**config.mk**
```make
export PLATFORM = sky130hd
export DESIGN_NAME = flappy_engine
export DESIGN_NICKNAME = d
export VERILOG_FILES = /design/src/rtl/flappy_pkg.sv /design/src/rtl/flappy_engine_lfsr16.sv /design/src/rtl/flappy_engine.sv
export SDC_FILE = /design/constraint.sdc
export NUM_CORES = 1
export LEC_CHECK = 0
export BUFFER_PORTS_ARGS = -buffer_cell sky130_fd_sc_hd__buf_2
export CORE_MARGIN = 2
export CORE_UTILIZATION = 35
export CTS_CLUSTER_DIAMETER = 100
export DETAILED_ROUTE_END_ITERATION = 12
export REMOVE_ABC_BUFFERS = 1
export SLEW_MARGIN = 40
export SYNTH_ARGS = -nofsm -noshare
export SYNTH_HDL_FRONTEND = slang
export SYNTH_SLANG_ARGS = --single-unit
export TNS_END_PERCENT = 30
```
**constraint.sdc**
```tcl
create_clock -name clk -period 14 [get_ports clk]
set_input_delay 2.8 -clock clk [delete_from_list [all_inputs] [get_ports clk]]
set_output_delay 2.8 -clock clk [all_outputs]
set_load 0.03 [all_outputs]
```
**src/rtl/flappy_pkg.sv**
```systemverilog
// Shared scene codes, keycodes, default gap bounds and the LFSR step function
// for the flappy game engine.
package flappy_pkg;

    typedef enum logic [1:0] {
        SCENE_SPLASH   = 2'd0,
        SCENE_PLAYING  = 2'd1,
        SCENE_GAMEOVER = 2'd2
    } scene_t;

    localparam logic [7:0] KEY_SPACE = 8'd32;
    localparam logic [7:0] KEY_X     = 8'd120;
    localparam logic [7:0] KEY_R     = 8'd114;

    // Default bound table: slots beyond the third reuse the slot-0 bounds.
    function automatic int unsigned default_max(input int unsigned k);
        case (k)
            1:       return 25;
            2:       return 35;
            default: return 30;
        endcase
    endfunction

    function automatic int unsigned default_min(input int unsigned k);
        case (k)
            1:       return 15;
            2:       return 25;
            default: return 20;
        endcase
    endfunction

    // x^16 + x^14 + x^13 + x^11, left-shifting Fibonacci form.
    function automatic logic [15:0] lfsr_next(input logic [15:0] s);
        return {s[14:0], s[15] ^ s[13] ^ s[12] ^ s[10]};
    endfunction

endpackage

```
**src/rtl/flappy_engine_lfsr16.sv**
```systemverilog
// Free-running 16-bit LFSR used as the gap respawn randomness source.
module lfsr16
    import flappy_pkg::*;
(
    input  logic        clk,
    input  logic        rst_n,
    input  logic [15:0] seed,
    input  logic        step,
    output logic [15:0] q
);

    always_ff @(posedge clk or negedge rst_n) begin
        if (!rst_n) begin
            q <= seed;
        end else if (step) begin
            q <= lfsr_next(q);
        end
    end

endmodule

```
**src/rtl/flappy_engine.sv**
```systemverilog
// Flappy Bird game-state engine: scene FSM, tick-based bird physics,
// scrolling pipe gaps with LFSR respawn, collision detection and score.
module flappy_engine
    import flappy_pkg::*;
#(
    parameter int unsigned NUM_GAPS  = 3,
    parameter int unsigned COORD_W   = 8,
    parameter int unsigned TICK_DIV  = 4,
    parameter int unsigned GRAVITY   = 1,
    parameter int unsigned FLAP_VEL  = 3,
    parameter int unsigned MAX_FALL  = 4,
    parameter int unsigned MAX_ALT   = 40,
    parameter int unsigned INIT_ALT  = 20,
    parameter int unsigned INIT_X    = 20,
    parameter int unsigned SPACING   = 20,
    parameter int unsigned BIRD_X    = 2,
    parameter int unsigned PIPE_W    = 5,
    parameter int unsigned GAP_H     = 10,
    parameter int unsigned FLAP_HOLD = 5,
    parameter logic [15:0] LFSR_SEED = 16'hACE1
) (
    input  logic                            clk,
    input  logic                            rst_n,
    input  logic [7:0]                      inp,
    output logic [1:0]                      scene,
    output logic [COORD_W:0]                bird,
    output logic [3*COORD_W*NUM_GAPS-1:0]   gaps,
    output logic [15:0]                     score
);

    localparam int unsigned TW   = (TICK_DIV > 1) ? $clog2(TICK_DIV) : 1;
    localparam int unsigned HW   = (FLAP_HOLD > 0) ? $clog2(FLAP_HOLD + 1) : 1;
    localparam int unsigned SW   = COORD_W + 2;
    localparam int unsigned SPAN = MAX_ALT - GAP_H - 10;

    typedef logic [COORD_W-1:0]        coord_t;
    typedef logic [COORD_W:0]          ext_t;
    typedef logic signed [SW-1:0]      wide_t;

    localparam wide_t FALL_LIM = -wide_t'(MAX_FALL);

    scene_t                      state;
    scene_t                      state_next;
    logic   [TW-1:0]             tick_cnt;
    logic                        playing;
    logic                        tick;
    logic                        flap;
    logic                        restart;
    coord_t                      alt;
    coord_t                      alt_next;
    logic signed [COORD_W-1:0]   vel;
    logic signed [COORD_W-1:0]   vel_next;
    wide_t                       alt_sum;
    wide_t                       vel_grav;
    logic   [HW-1:0]             hold_cnt;
    logic   [HW-1:0]             hold_next;
    logic   [16:0]               score_sum;
    logic   [15:0]               score_next;
    logic                        crash_q;
    logic                        crash_next;
    logic   [15:0]               lfsr_q;
    logic   [15:0]               lfsr_chain [NUM_GAPS];
    logic   [NUM_GAPS-1:0]       wrap;
    logic   [NUM_GAPS-1:0]       hit;

    assign playing = (state == SCENE_PLAYING);
    assign tick    = playing && (tick_cnt == TW'(TICK_DIV - 1));
    assign flap    = playing && (inp == KEY_SPACE);
    assign restart = (state == SCENE_GAMEOVER) && (inp == KEY_R);

    lfsr16 u_lfsr (
        .clk   (clk),
        .rst_n (rst_n),
        .seed  (LFSR_SEED),
        .step  (1'b1),
        .q     (lfsr_q)
    );

    // ---------------- scene FSM ----------------
    always_ff @(posedge clk or negedge rst_n) begin
        if (!rst_n) begin
            state <= SCENE_SPLASH;
        end else begin
            state <= state_next;
        end
    end

    always_comb begin
        state_next = state;
        case (state)
            SCENE_SPLASH:   if (inp != '0) state_next = SCENE_PLAYING;
            SCENE_PLAYING:  if (inp == KEY_X || crash_q) state_next = SCENE_GAMEOVER;
            SCENE_GAMEOVER: if (inp == KEY_R) state_next = SCENE_SPLASH;
            default:        state_next = SCENE_SPLASH;
        endcase
    end

    always_comb begin
        scene = state;
        bird  = {alt, hold_cnt != '0};
    end

    // ---------------- tick divider ----------------
    always_ff @(posedge clk or negedge rst_n) begin
        if (!rst_n) begin
            tick_cnt <= '0;
        end else if (!playing || tick) begin
            tick_cnt <= '0;
        end else begin
            tick_cnt <= tick_cnt + TW'(1);
        end
    end

    // ---------------- bird physics ----------------
    always_comb begin
        alt_sum  = $signed({2'b00, alt}) + $signed({{2{vel[COORD_W-1]}}, vel});
        vel_grav = $signed({{2{vel[COORD_W-1]}}, vel}) - wide_t'(GRAVITY);
        alt_next = alt;
        vel_next = vel;
        if (tick) begin
            if (alt_sum[SW-1]) begin
                alt_next = '0;
            end else if (alt_sum > wide_t'(MAX_ALT)) begin
                alt_next = coord_t'(MAX_ALT);
            end else begin
                alt_next = alt_sum[COORD_W-1:0];
            end
            vel_next = (vel_grav < FALL_LIM) ? FALL_LIM[COORD_W-1:0] : vel_grav[COORD_W-1:0];
        end
        // A flap overrides gravity; altitude above still used the old velocity.
        if (flap) begin
            vel_next = COORD_W'(FLAP_VEL);
        end
    end

    always_comb begin
        hold_next = hold_cnt;
        if (flap) begin
            hold_next = HW'(FLAP_HOLD);
        end else if (hold_cnt != '0) begin
            hold_next = hold_cnt - HW'(1);
        end
    end

    always_comb begin
        score_sum = {1'b0, score};
        for (int unsigned k = 0; k < NUM_GAPS; k++) begin
            score_sum = score_sum + 17'(wrap[k]);
        end
        score_next = score_sum[16] ? '1 : score_sum[15:0];
    end

    assign crash_next = tick && ((alt_next == '0) || (|hit));

    always_ff @(posedge clk or negedge rst_n) begin
        if (!rst_n) begin
            alt      <= coord_t'(INIT_ALT);
            vel      <= '0;
            hold_cnt <= '0;
            score    <= '0;
            crash_q  <= 1'b0;
        end else if (restart) begin
            alt      <= coord_t'(INIT_ALT);
            vel      <= '0;
            hold_cnt <= '0;
            score    <= '0;
            crash_q  <= 1'b0;
        end else if (playing) begin
            alt      <= alt_next;
            vel      <= vel_next;
            hold_cnt <= hold_next;
            score    <= score_next;
            crash_q  <= crash_next;
        end
    end

    // ---------------- pipe gaps ----------------
    assign lfsr_chain[0] = lfsr_q;

    for (genvar k = 0; k < NUM_GAPS; k++) begin : g_gap
        localparam coord_t POS0 = coord_t'(INIT_X + k * SPACING);
        localparam coord_t MAX0 = coord_t'(default_max(k));
        localparam coord_t MIN0 = coord_t'(default_min(k));

        coord_t pos;
        coord_t bmax;
        coord_t bmin;
        coord_t pos_n;
        coord_t bmax_n;
        coord_t bmin_n;

        assign wrap[k] = tick && (pos == '0);

        always_comb begin
            pos_n  = pos;
            bmax_n = bmax;
            bmin_n = bmin;
            if (tick) begin
                if (pos == '0) begin
                    pos_n  = coord_t'(NUM_GAPS * SPACING - 1);
                    bmin_n = coord_t'(5 + (lfsr_chain[k] % SPAN));
                    bmax_n = bmin_n + coord_t'(GAP_H);
                end else begin
                    pos_n = pos - coord_t'(1);
                end
            end
        end

        // Each wrapping slot consumes one LFSR step so same-tick respawns differ.
        if (k + 1 < NUM_GAPS) begin : g_step
            assign lfsr_chain[k+1] = wrap[k] ? lfsr_next(lfsr_chain[k]) : lfsr_chain[k];
        end

        assign hit[k] = (pos_n <= coord_t'(BIRD_X))
                     && (ext_t'(BIRD_X) < ({1'b0, pos_n} + ext_t'(PIPE_W)))
                     && ((alt_next >= bmax_n) || (alt_next <= bmin_n));

        always_ff @(posedge clk or negedge rst_n) begin
            if (!rst_n) begin
                pos  <= POS0;
                bmax <= MAX0;
                bmin <= MIN0;
            end else if (restart) begin
                pos  <= POS0;
                bmax <= MAX0;
                bmin <= MIN0;
            end else if (playing) begin
                pos  <= pos_n;
                bmax <= bmax_n;
                bmin <= bmin_n;
            end
        end

        assign gaps[(NUM_GAPS-k)*3*COORD_W-1 -: 3*COORD_W] = {pos, bmax, bmin};
    end

endmodule

```
# --- Word level (Yosys, flattened, before mapping) ---
# Cells that the tools add are included.
totals:
  regBits: 128
  input_bits: 10
  output_inout_bits: 99
  wordCells: 164
op_classes:
  n_addsub: 19
  n_div: 3
  magnitude_cmp: 14
  n_eq_ne: 9
  n_mux: 62
  bitwise: 6
  reduce_logical: 34
ops:
  columns: ["operator", "count"]
  rows:
  - ["$mux 8", 46]
  - ["$mod 16x5->32 const B", 3]
  - ["$mux 16", 5]
  - ["$add 17x1->17", 2]
  - ["$logic_not 8->1", 4]
  - ["$add 8x3->9 const B", 3]
  - ["$lt 2x9->1 const A", 3]
  - ["$add 3x8->8 const A", 3]
  - ["$add 8x4->8 const B", 3]
  - ["$ge 8x8->1", 3]
  - ["$le 8x2->1 const B", 3]
  - ["$le 8x8->1", 3]
  - ["$sub 8x1->8 const B", 3]
  - ["$add 16x1->17", 1]
  - ["$eq 8x7->1 const B", 2]
  - ["$logic_and 1x1->1", 13]
  - ["$mux 3", 4]
  - ["$add 9x8->10", 1]
  - ["$gt 10x7->1 const B", 1]
  - ["$lt 9x3->1 const B", 1]
  - ["$reduce_bool 3->1", 3]
  - ["$sub 8x2->9 const B", 1]
  - ["$eq 8x6->1 const B", 1]
  - ["$mux 2", 4]
  - ["other kinds (17)", 31]

# --- Longest topological paths before layout ---
# Gate-level depths: netlist of the first run.
logic_depth:
  word_depth: 21
  ltp_mapped: 64
  mapped_depth_nobuf: 52

# --- Worst setup path before layout of the first run ---
# No wires, ideal clock.
synth_path:
  path_type: "register -> register"
  start: "register g_gap[0].pos[3]"
  end: "register crash_q"
  t_arrival_ns: 12.820
  t_required_ns: 13.879
  slack_ns: 1.059
  stages_incl_launch_ff: 56
  path_buffers: 9
  synth_period_minus_slack_ns: 12.941
  path_cell_list: "dfrtp_1 -> buf_2 -> or4_4 -> nor3_4 -> buf_6 -> buf_6 -> buf_2 -> buf_1 -> mux2i_1 -> ha_1 -> nor2b_1 -> nand3_1 -> a2111oi_0 -> nand4_1 -> nor3_1 -> nand2b_1 -> a21oi_1 -> o31ai_1 -> [20 not listed] -> ha_1 -> nand2_1 -> nand2_1 -> a2111oi_2 -> nand2_2 -> mux2_2 -> or3_1 -> and2_1 -> clkbuf_1 -> a31o_1 -> mux2i_1 -> nor2_1 -> ha_1 -> a221oi_1 -> a311oi_1 -> a221oi_1 -> o41ai_1 -> a22o_1"
synth_via:
  elab_chain_len: 20
synth_lines:
  columns: ["item", "line", "rtl"]
  rows:
  - ["from (decl)", "flappy_engine.sv:185", "coord_t pos;"]
  - ["from (signal assigned)", "flappy_engine.sv:228", "pos <= pos_n;"]
  - ["$logic_not 8->1", "flappy_engine.sv:192, flappy_engine.sv:199", null]
  - ["$logic_and 1x1->1", "flappy_engine.sv:192", "assign wrap[k] = tick && (pos == '0);"]
  - ["$mux 16", "flappy_engine.sv:211", "assign lfsr_chain[k+1] = wrap[k] ? lfsr_next(lfsr_chain[k]) : lfsr_chain[k];"]
  - ["$xor 1x1->1 (3 in series)", "flappy_pkg.sv:34", "return {s[14:0], s[15] ^ s[13] ^ s[12] ^ s[10]};"]
  - ["$mux 16", "flappy_engine.sv:211", null]
  - ["$mod 16x5->32", "flappy_engine.sv:201", "bmin_n = coord_t'(5 + (lfsr_chain[k] % SPAN));"]
  - ["$add 3x8->8", "flappy_engine.sv:201", null]
  - ["$add 8x4->8", "flappy_engine.sv:202", "bmax_n = bmin_n + coord_t'(GAP_H);"]
  - ["[2 not listed]", null, null]
  - ["$ge 8x8->1", "flappy_engine.sv:216", "&& ((alt_next >= bmax_n) || (alt_next <= bmin_n));"]
  - ["$logic_or 1x1->1", "flappy_engine.sv:216", null]
  - ["$logic_and 1x1->1", "flappy_engine.sv:216", null]
  - ["$reduce_or 3->1 *", "flappy_engine.sv:153", "assign crash_next = tick && ((alt_next == '0) || (|hit));"]
  - ["$logic_or 1x1->1 *", "flappy_engine.sv:153", null]
  - ["$logic_and 1x1->1 *", "flappy_engine.sv:153", null]
  - ["$mux 1 *", "flappy_engine.sv:168", "end else if (playing) begin"]
  - ["$mux 1 *", "flappy_engine.sv:162", "end else if (restart) begin"]
  - ["to (signal assigned)", "flappy_engine.sv:173", "crash_q <= crash_next;"]
  - ["to (decl)", "flappy_engine.sv:59", "logic crash_q;"]
# Every way passes the cells marked *; elsewhere a longest branch is shown, timed or not. The select of a mux whose other input is x is not followed.
# A chain may end at the register's enable or synchronous reset.

# --- Final worst setup path of the first run ---
layout_path:
  start: "register g_gap[0].pos[0]"
  end: "register crash_q"
# Same word-level chain as after synthesis.

==> out/metrics.csv, run 1 <==
metric,value,unit
reg2reg_from,g_gap[0].pos[0],
synth_area_per_cell,7.288,um2
firstDrtPassIters,7,
core,0.05880,mm2
worst-path-max-fanout,13,
area_growth,13.08,%
numCtsBuffers,17,
grt-ovfl-total,0,
grt_pass1_vias,21026,
outcome,completed,
h-tree-depth,4,
finalSetupViolCount,0,
drive_gt1_frac,0.1694,
max_slew.worst_pin.slew,0.8701,ns
drc,0,
synthDistinctLibCells,134,
drv_slew,0,
r2r_cells,52,
p_int,1296,uW
hpwl,53300,um
antenna_found_initial,1,
required,14.33,ns
p_per_area,109.0,mW/mm2
io_pins,109,
antenna_left,0,
num_vias,23039,
crit_type,register to register,
start_util,0.3522,
leakage,0.009895,uW
ir_drop,133.6,uV
critical_path.endpoint,crash_q,
period_needed,13.16,ns
grt_max_degree,105,
hp-class,register to register,
synth_top_flop_cell,dfrtp_1,
grt_usage,0.2259,
r2r_slack,0.84,ns
rows,89,
die_x,247.2,um
path_clk_slew,0.07,ns
drtIter0Drc,1984,
cp-start-kind,register,
nets,3019,
syn_inst,2841,
cts_tree,yes,
clk_latency,0.45,ns
cp_slowest_cell,a2111oi_4,
p_comb_frac,0.586,
power_frac_clock,0.184,
p_seq_frac,0.230,
yosys_warnings,0,
hold_slack,0.4487,ns
port-buffer-count,108,
die_h,247.2,um
cts_buffer_depth,2,
finalHoldViolations,0,
p_sw_frac,0.4921,
setup.worst_path.end_class,register,
fin_crit_sh,0.9403,
fin_util,0.3982,
yosysSeqAreaShare,0.1569,
cap_viol_max_count,0,
fin_skew,0.01211,ns
synthArstFlopShare,1.000,
wl_per_cell,19.23,um
wirelength,71160,um
via_per_inst,6.225,
ys_ff_latch,128,
grt_pass1_wl,113700,um
final_cell_mix,"nor2_1, nand2_1, o21ai_0, a21oi_1, nand3_1",
cts.sinks,128,
max_clock_freq,75.97,MHz
cp_slowest_stage_delay,0.52,ns
num_antenna_cells,0,
synth_edf_count,0,
slew_headroom,0.4160,
synth_area,0.02071,mm2
final_common_cell,nor2_1,
power.switching,1256,uW
place.gp.congestion,0.9592,
clockRootBuffer,clkbuf_16,
dieArea,0.06112,mm2
cp_data_arrival_time,13.49,ns
holdBufCountCts,0,
timing.rr.end,crash_q,
crit_start,g_gap[0].pos[0],
## power groups by stage
stage / Clock [uW] / Combinational (uW) / Sequential [uW]
after detailed placement: 0 / 1450 / 590
after floorplan: 0 / 967 / 679
final: 470 / 1490 / 587
after CTS: 477 / 1470 / 586
after global routing: 493 / 1650 / 600
after global placement: 0 / 1440 / 590
## synth_stat cells, types with 17 or more instances
cell type / instances / share of area
o21ai_0: 191 / 0.046
nor3_1: 120 / 0.029
and3_1: 35 / 0.011
nor2_1: 246 / 0.045
or2_2: 23 / 0.0069
dfstp_2: 37 / 0.047
o211ai_1: 38 / 0.014
nand2b_1: 39 / 0.012
a311oi_1: 21 / 0.0089
xnor2_1: 104 / 0.044
o22ai_1: 22 / 0.0066
o31ai_1: 40 / 0.015
mux2i_1: 79 / 0.038
a31oi_1: 57 / 0.017
a21o_1: 45 / 0.016
and2_1: 28 / 0.0085
xor2_1: 33 / 0.014
o21ai_1: 31 / 0.0075
nand2_1: 245 / 0.044
nand3_1: 143 / 0.035
a21oi_1: 194 / 0.047
nor4_1: 34 / 0.010
nand4_1: 52 / 0.016
a211o_1: 17 / 0.0072
a211oi_1: 42 / 0.015
o21a_1: 28 / 0.010
nor2b_1: 25 / 0.0076
buf_2: 24 / 0.0058
inv_1: 60 / 0.011
or3_1: 31 / 0.0094
ha_1: 92 / 0.056
dfrtp_1: 91 / 0.11
clkbuf_1: 102 / 0.018
## worst min-delay path by stage
stage	slack, ns	end	depth (start not counted)	from
2_1_floorplan	0.41	tick_cnt[0]	1	tick_cnt[0]
3_3_place_gp	0.43	tick_cnt[0]	1	tick_cnt[0]
3_5_place_dp	0.44	tick_cnt[0]	1	tick_cnt[0]
4_1_cts	0.45	tick_cnt[0]	1	tick_cnt[0]
5_1_grt	0.46	u_lfsr.q[1]	0	u_lfsr.q[0]
6_report	0.45	tick_cnt[0]	1	tick_cnt[0]
## metal layers
metal,routed length [um],share of wire,track usage,up-vias
met4,2085,0.029,0.07714,2
met5,8,0.00011,0,-
met3,3645,0.051,0.02518,111
li1,-,-,-,11098
met2,32430,0.46,0.3627,731
met1,32990,0.46,0.3129,11097
## metrics by stage
stage	instance area, um2	instances	worst slack [ns]	setup TNS [ns]	total power, uW
6_report	23410	3701	0.8362	0	2552
5_1_grt	23410	3701	-0.05522	-0.05522	2738
4_1_cts	22820	3680	0.001351	0	2529
3_5_place_dp	22200	3648	-0.1775	-0.1775	2043
3_3_place_gp	22170	3648	0.1816	0	2030
2_1_floorplan	19880	2670	-0.5166	-0.5166	1646
## sequential cells by signal (all words and copies together) (netlist names)
signal and count:
tick_cnt 2, g_gap.pos 24, scene 2, hold_cnt 3
score 16, g_gap.bmax 24, u_lfsr.q 16, crash_q 1
g_gap.bmin 24, alt 8, vel 8
## logic make-up after synthesis
family,count (synthesis),synth area share
and+or+nand+nor,1129,0.2829
buffers and inverters,240,0.05245
DFF,128,0.1569
xor gates and xnor gates,138,0.05928
muxes,93,0.04611
adders and majority gates,109,0.06496
AOI/OAI and AO/OA,1004,0.3374
## critical path, delay by kind of cell (launching register included)
| family | cells | cell delay [ns] |
|---|---|---|
| compound gates | 20 | 5.20 |
| flops | 1 | 0.41 |
| fa+ha+maj | 6 | 1.78 |
| buf+inv | 5 | 0.76 |
| xor+xnor | 2 | 0.41 |
| simple gates | 18 | 4.30 |
| mux | 1 | 0.17 |
## layout make-up
cell class / instances / area (um2)
Inverter: 69 / 259.0
Tap cell: 773 / 967.2
Sequential cell: 128 / 3251
Multi-Input combinational cell: 2474 / 16880
Timing Repair Buffer: 225 / 1450
Clock inverter: 15 / 185.2
Clock buffer: 17 / 425.4
Fill cell: 6157 / 35380
## timing repair
action,CTS,global route
setup buffers,0,20
gates cloned,0,1
hold endpoints to repair,0,0
resized for setup,2,79
setup endpoints to repair,1,8
pin swaps,1,9
Note: power is estimated with default switching activity, not from simulation.
==> inputs of run 2 (changes only) <==
--- a/config.mk
+++ b/config.mk
@@ -5,6 +5,7 @@
 export SDC_FILE = /design/constraint.sdc
 export NUM_CORES = 1
 export LEC_CHECK = 0
+export ABC_AREA = 1
 export BUFFER_PORTS_ARGS = -buffer_cell sky130_fd_sc_hd__buf_2
 export CORE_MARGIN = 2
 export CORE_UTILIZATION = 35
==> run 2 against run 1 <==
Non-clock buffer count down 92. Clock power down 13%. Setup slack better by 0.62 ns. First-iteration DRC count down 39%. Via count down 10%. Core utilization down 1.4 points. Global-route usage down 3.8 points. Combinational power down 57%. Sequential power down 16%. Die area down 2.0%. Wire length down 20%. Sequential cell count unchanged. Largest cell class unchanged.
==> out/metrics.csv, run 2 <==
metric,value,unit,change
largestRegisters,"g_gap.bmax x24, g_gap.bmin x24, g_gap.pos x24",,
syn_inst,3328,,+17%
period_needed,12.54,ns,-0.6212 ns
area_growth,8.763,%,
synth_area,0.02029,mm2,-2.0%
leakage,0.01310,uW,+32%
place.gp.congestion,0.8973,,-6.5%
die_h,244.8,um,-1.0%
h-tree-depth,4,,unchanged
io_pins,109,,unchanged
grt-ovfl-total,0,,unchanged
dieArea,0.05991,mm2,-2.0%
holdPathStages,0,,-1
yosys_warnings,0,,unchanged
r2r_cells,83,,+60%
timing.rr.end,crash_q,,
synthArstFlopShare,1.000,,unchanged
cp-start-kind,register,,
grt_pass1_wl,94840,um,-17%
min_from,u_lfsr.q[6],,
grt_max_degree,67,,-36%
firstDrtPassIters,5,,-2
hp-class,register to register,,
synthDistinctLibCells,76,,-43%
hpwl,45540,um,-15%
final_cell_mix,"nand2_1, inv_1, nand3_1, nor2_1, nand2_2",,
rows,88,,-1.1%
finalSetupViolCount,0,,unchanged
hold_slack,0.4190,ns,-0.02967 ns
drive_gt1_frac,0.1880,,+0.01859
clockRootBuffer,clkbuf_16,,
synth_top_flop_cell,dfrtp_1,,
via_per_inst,4.916,,-21%
cts.sinks,128,,unchanged
grt_usage,0.1883,,-0.03764
synth_top_area_cell,nand2_1,,
cp_slowest_cell,dfrtp_1,,
ys_ff_latch,128,,unchanged
fin_crit_sh,0.8959,,-0.04437
path_clk_slew,0.06,ns,about the same
clk_latency,0.44,ns,about the same
num_vias,20628,,-10%
grt_pass1_vias,19274,,-8.3%
outcome,completed,,
r2r_slack,1.46,ns,+0.62 ns
fin_skew,0.01054,ns,-0.001570 ns
synth_edf_count,0,,unchanged
worst_slack,1.457,ns,+0.6212 ns
num_antenna_cells,0,,unchanged
antenna_found_initial,0,,-1
worst-path-max-fanout,33,,+20
required,14.29,ns,-0.04 ns
ir_drop,113.4,uV,-15%
reg2reg_from,tick_cnt[0],,
cap_viol_max_count,0,,unchanged
whs_endpoint,u_lfsr.q[7],,
netlist.area_leader.share,0.1739,,+0.06393
yosysSeqAreaShare,0.1602,,+0.003223
start_util,0.3530,,+0.0008466
slew_headroom,0.4721,,+0.05607
crit_type,register to register,,
drc,0,,unchanged
synth_area_leaders,"nand2_1, dfrtp_1, nand3_1",,
core,0.05748,mm2,-2.2%
max_slew.worst_pin.slew,0.7918,ns,-0.07827 ns
antenna_left,0,,unchanged
drtIter0Drc,1203,,-39%
cts_tree,yes,,
port-buffer-count,108,,unchanged
wirelength,56630,um,-20%
final_common_cell,nand2_1,,
cp_slowest_stage_delay,0.38,ns,-0.14 ns
drv_slew,0,,unchanged
synth_most_common_cell,nand2_1,,
synth_area_per_cell,6.097,um2,-16%
wl_per_cell,13.50,um,-30%
die_x,244.8,um,-1.0%
nets,3522,,+17%
numCtsBuffers,17,,unchanged
p_per_area,70.07,mW/mm2,-36%
synthTopCellsByCount,"nand2_1, inv_1, nand3_1, nor2_1, nand2_2",,
max_clock_freq,79.73,MHz,+5.0%
cp_data_arrival_time,12.83,ns,-0.66 ns
finalHoldViolations,0,,unchanged
setup.worst_path.end_class,register,,
place_ws,0.6667,ns,+0.8442 ns
crit_top_cell,nand2_1,,
cts_buffer_depth,2,,unchanged
run 2: cell types whose count changed after synthesis, sizes merged, moves of 44 or more:
cell    change
mux2i      -76
nand4      +83
a31oi      -54
nand2     +853
a21oi     -119
xnor2      -88
clkbuf     -79
o21ai      -77
nor2      +108
inv       +459
a211oi     -44
nor3       -87
nand3     +284
run 2: final cells by class:
type                            count  area, um2
Inverter                          538       2085
Fill cell                        6292      35410
Timing Repair Buffer              133      738.2
Sequential cell                   128       3249
Clock inverter                      9      60.06
Clock buffer                       23      478.0
Tap cell                          765      957.2
Multi-Input combinational cell   2600      14500
run 2: stage by stage:
step,power [uW],area (um2),std cells,TNS [ns],util
after floorplan,948.1,19680,3264,0,-
after detailed placement,1141,21320,4154,0,0.3710
after CTS,1559,21860,4186,0,0.3803
after global placement,1137,21320,4154,0,0.3710
after global routing,1674,22070,4196,-0.02724,0.3839
final,1546,22070,4196,0,0.3839
run 2: worst max-delay path: cells and delay by family, from the launching register on:
family	cells	cell delay, ns
AND/OR/NAND/NOR	62	8.64
AO/OA/AOI/OAI	7	1.19
adder cells (fa/ha/maj)	5	1.16
buffers and inverters	9	0.92
flip-flops	1	0.38
run 2: cells by family after synthesis:
kind of cell / after synthesis / synth area share
xor+xnor: 81 / 0.03534
buf+inv: 602 / 0.1324
flops: 128 / 0.1602
fa+ha+maj: 94 / 0.05871
simple gates: 2122 / 0.5261
compound gates: 297 / 0.08535
mux: 4 / 0.001973
run 2: what timing repair did:
action / CTS / global route
setup endpoints to repair: 0 / 1
hold buffers: 0 / 0
endpoints found under the hold margin: 0 / 0
gates resized for setup: 0 / 26
buffers inserted: 0 / 8
run 2: worst max-delay path by stage:
| stage | startpoint | end | slack [ns] | cells past startpoint |
|---|---|---|---|---|
| 2_1_floorplan | g_gap[1].pos[0] | crash_q | 1.45 | 86 |
| 3_3_place_gp | tick_cnt[0] | crash_q | 1.02 | 93 |
| 3_5_place_dp | tick_cnt[0] | crash_q | 0.67 | 93 |
| 4_1_cts | tick_cnt[0] | crash_q | 0.65 | 93 |
| 5_1_grt | g_gap[0].pos[0] | crash_q | -0.03 | 94 |
| 6_report | tick_cnt[0] | crash_q | 1.46 | 83 |
run 2: power breakdown:
part	switching [uW]	internal, uW
logic	426	217
registers	62.0	432
clock network	171	239
total	659	887
run 2: metal layers:
metal,routed length (um),GRT usage,share of wire
met5,0,0,0
met4,1038,0.04214,0.018
met3,3406,0.04516,0.060
met2,25300,0.3104,0.45
met1,26890,0.2480,0.47
==> inputs of run 3 (changes only) <==
--- a/config.mk
+++ b/config.mk
@@ -7,10 +7,12 @@
 export LEC_CHECK = 0
 export ABC_AREA = 1
 export BUFFER_PORTS_ARGS = -buffer_cell sky130_fd_sc_hd__buf_2
+export CAP_MARGIN = 20
 export CORE_MARGIN = 2
 export CORE_UTILIZATION = 35
-export CTS_CLUSTER_DIAMETER = 100
+export CTS_CLUSTER_DIAMETER = 150
 export DETAILED_ROUTE_END_ITERATION = 12
+export PLACE_DENSITY = 0.51
 export REMOVE_ABC_BUFFERS = 1
 export SLEW_MARGIN = 40
 export SYNTH_ARGS = -nofsm -noshare
==> run 3 against run 2 <==
Critical path depth increased by 10. Design area increased by 0.75%. Die area unchanged. Clock power increased by 4%. Combinational power about the same. Sequential power about the same. Clock skew increased by 0.0014 ns.
==> out/metrics.csv, run 3 (synthesis gave the netlist of run 2 again) <==
metric,value,unit,change
die_x,244.8,um,unchanged
antenna_found_initial,0,,unchanged
cp_data_arrival_time,12.68,ns,-0.15 ns
max_clock_freq,80.62,MHz,+1.1%
grt_max_degree,66,,-1.5%
drc,0,,unchanged
dieArea,0.05991,mm2,unchanged
dp.cells,4155,,+0.024%
cp_slowest_stage_delay,0.39,ns,about the same
place_area,0.02133,mm2,about the same
rsz0062_at_grt,false,,
r2r_slack,1.60,ns,+0.14 ns
period_needed,12.40,ns,-0.1381 ns
final_cell_area,0.02223,mm2,+0.75%
rows,88,,unchanged
grt_usage,0.1983,,+0.01005
finalSetupViolCount,0,,unchanged
place_ws,0.5244,ns,-0.1423 ns
fin_crit_sh,0.8860,,-0.009864
critical_path.endpoint,crash_q,,
clk_latency,0.43,ns,about the same
p_int,905.2,uW,+2.0%
holdBufCountCts,0,,unchanged
r2r_cells,93,,+12%
cp_slowest_cell,dfrtp_1,,
grt-ovfl-total,0,,unchanged
instances_no_fill,4212,,+0.38%
fin_skew,0.01193,ns,+0.001391 ns
cts_tree,yes,,
hp-class,register to register,,
wirelength,59520,um,+5.1%
drv_slew,0,,unchanged
tns,0,ns,unchanged
n_fill_cell,6465,,+2.7%
die_h,244.8,um,unchanged
numCtsBuffers,17,,unchanged
port-buffer-count,108,,unchanged
wl_per_cell,14.13,um,+4.7%
largestRegisters,"g_gap.bmax x24, g_gap.bmin x24, g_gap.pos x24",,
timing.rr.end,crash_q,,
p_comb_frac,0.411,,-0.005
cts_buffer_depth,2,,unchanged
p_per_area,70.26,mW/mm2,+0.27%
antenna_left,0,,unchanged
io_pins,109,,unchanged
power_frac_clock,0.273,,+0.008
power.switching,657.0,uW,-0.29%
worst-path-max-fanout,12,,-64%
finalHoldViolations,0,,unchanged
p_seq_frac,0.316,,-0.003
start_util,0.3530,,unchanged
place.gp.congestion,0.8752,,-2.5%
max_slew.worst_pin.slew,0.7656,ns,-0.02623 ns
drive_gt1_frac,0.1926,,+0.004639
final_cell_mix,"nand2_1, inv_1, nand3_1, nor2_1, nand2_2",,
h-tree-depth,4,,unchanged
outcome,completed,,
num_antenna_cells,0,,unchanged
crit_top_cell,nand2_1,,
worst-path-buf-inv,9,,unchanged
critPathTopFamily,simple AND/OR/NAND/NOR gates,,
hpwl,48020,um,+5.4%
worst_slack,1.596,ns,+0.1381 ns
p_sw_frac,0.4206,,-0.005557
required,14.27,ns,-0.02 ns
reg2reg_from,g_gap[0].pos[0],,
clockRootBuffer,clkbuf_16,,
grt_pass1_vias,19672,,+2.1%
slew_headroom,0.4896,,+0.01749
crit_start,g_gap[0].pos[0],,
core,0.05748,mm2,unchanged
num_vias,20663,,+0.17%
nets,3538,,+0.45%
grt_pass1_wl,99110,um,+4.5%
ir_drop,102.0,uV,-10%
firstDrtPassIters,5,,unchanged
cts.sinks,128,,unchanged
worst-path-stages,93,,+12%
cp-start-kind,register,,
crit_type,register to register,,
area_growth,9.583,%,
via_per_inst,4.906,,-0.21%
setup.worst_path.end_class,register,,
leakage,0.01322,uW,+0.88%
drtIter0Drc,1083,,-10%
cap_viol_max_count,0,,unchanged
path_clk_slew,0.05,ns,about the same
final_common_cell,nand2_1,,
[run 3: layout make-up]
type                       count  area [um2]  share of cell area
clock buffer                  22       474.2             0.02133
clock inverter                10       87.58            0.003939
sequential                   128        3249              0.1461
tap                          765       957.2             0.04305
multi-input combinational   2601       14540              0.6539
timing repair buffer         148       850.8             0.03827
inverter                     538        2077             0.09342
[run 3: worst min path at each step]
stage,start,to,depth (start not counted)
3_5_place_dp,u_lfsr.q[6],u_lfsr.q[7],0
4_1_cts,u_lfsr.q[6],u_lfsr.q[7],0
3_3_place_gp,u_lfsr.q[6],u_lfsr.q[7],0
6_report,u_lfsr.q[6],u_lfsr.q[7],0
5_1_grt,u_lfsr.q[6],u_lfsr.q[7],0
2_1_floorplan,u_lfsr.q[10],u_lfsr.q[11],0
[run 3: per-layer routing]
metal / vias to the layer above / share of wire / GRT usage
met5: - / 0 / 0
met4: 0 / 0.018 / 0.04663
met3: 57 / 0.052 / 0.03936
met2: 322 / 0.45 / 0.3302
met1: 9319 / 0.48 / 0.2628
li1: 10965 / - / -
[run 3: through the flow]
stage                     utilization  hold WS (ns)  power (uW)
after floorplan                     -        0.3898       948.1
after global placement         0.3711        0.4043        1147
after detailed placement       0.3711        0.4052        1145
after CTS                      0.3809        0.4127        1584
after global routing           0.3868        0.4182        1699
final                          0.3868        0.4107        1562
[run 3: power groups by stage]
stage          sequential, uW  clock, uW  combinational, uW
5_1_grt                   503        457                739
3_5_place_dp              498          0                647
2_1_floorplan             561          0                387
4_1_cts                   493        440                651
6_report                  493        426                643
3_3_place_gp              498          0                649
[run 3: timing repair]
item                                    4_1_cts  5_1_grt
endpoints found under the setup margin        0        3
buffers inserted                              0       22
gates resized for setup                       0       30
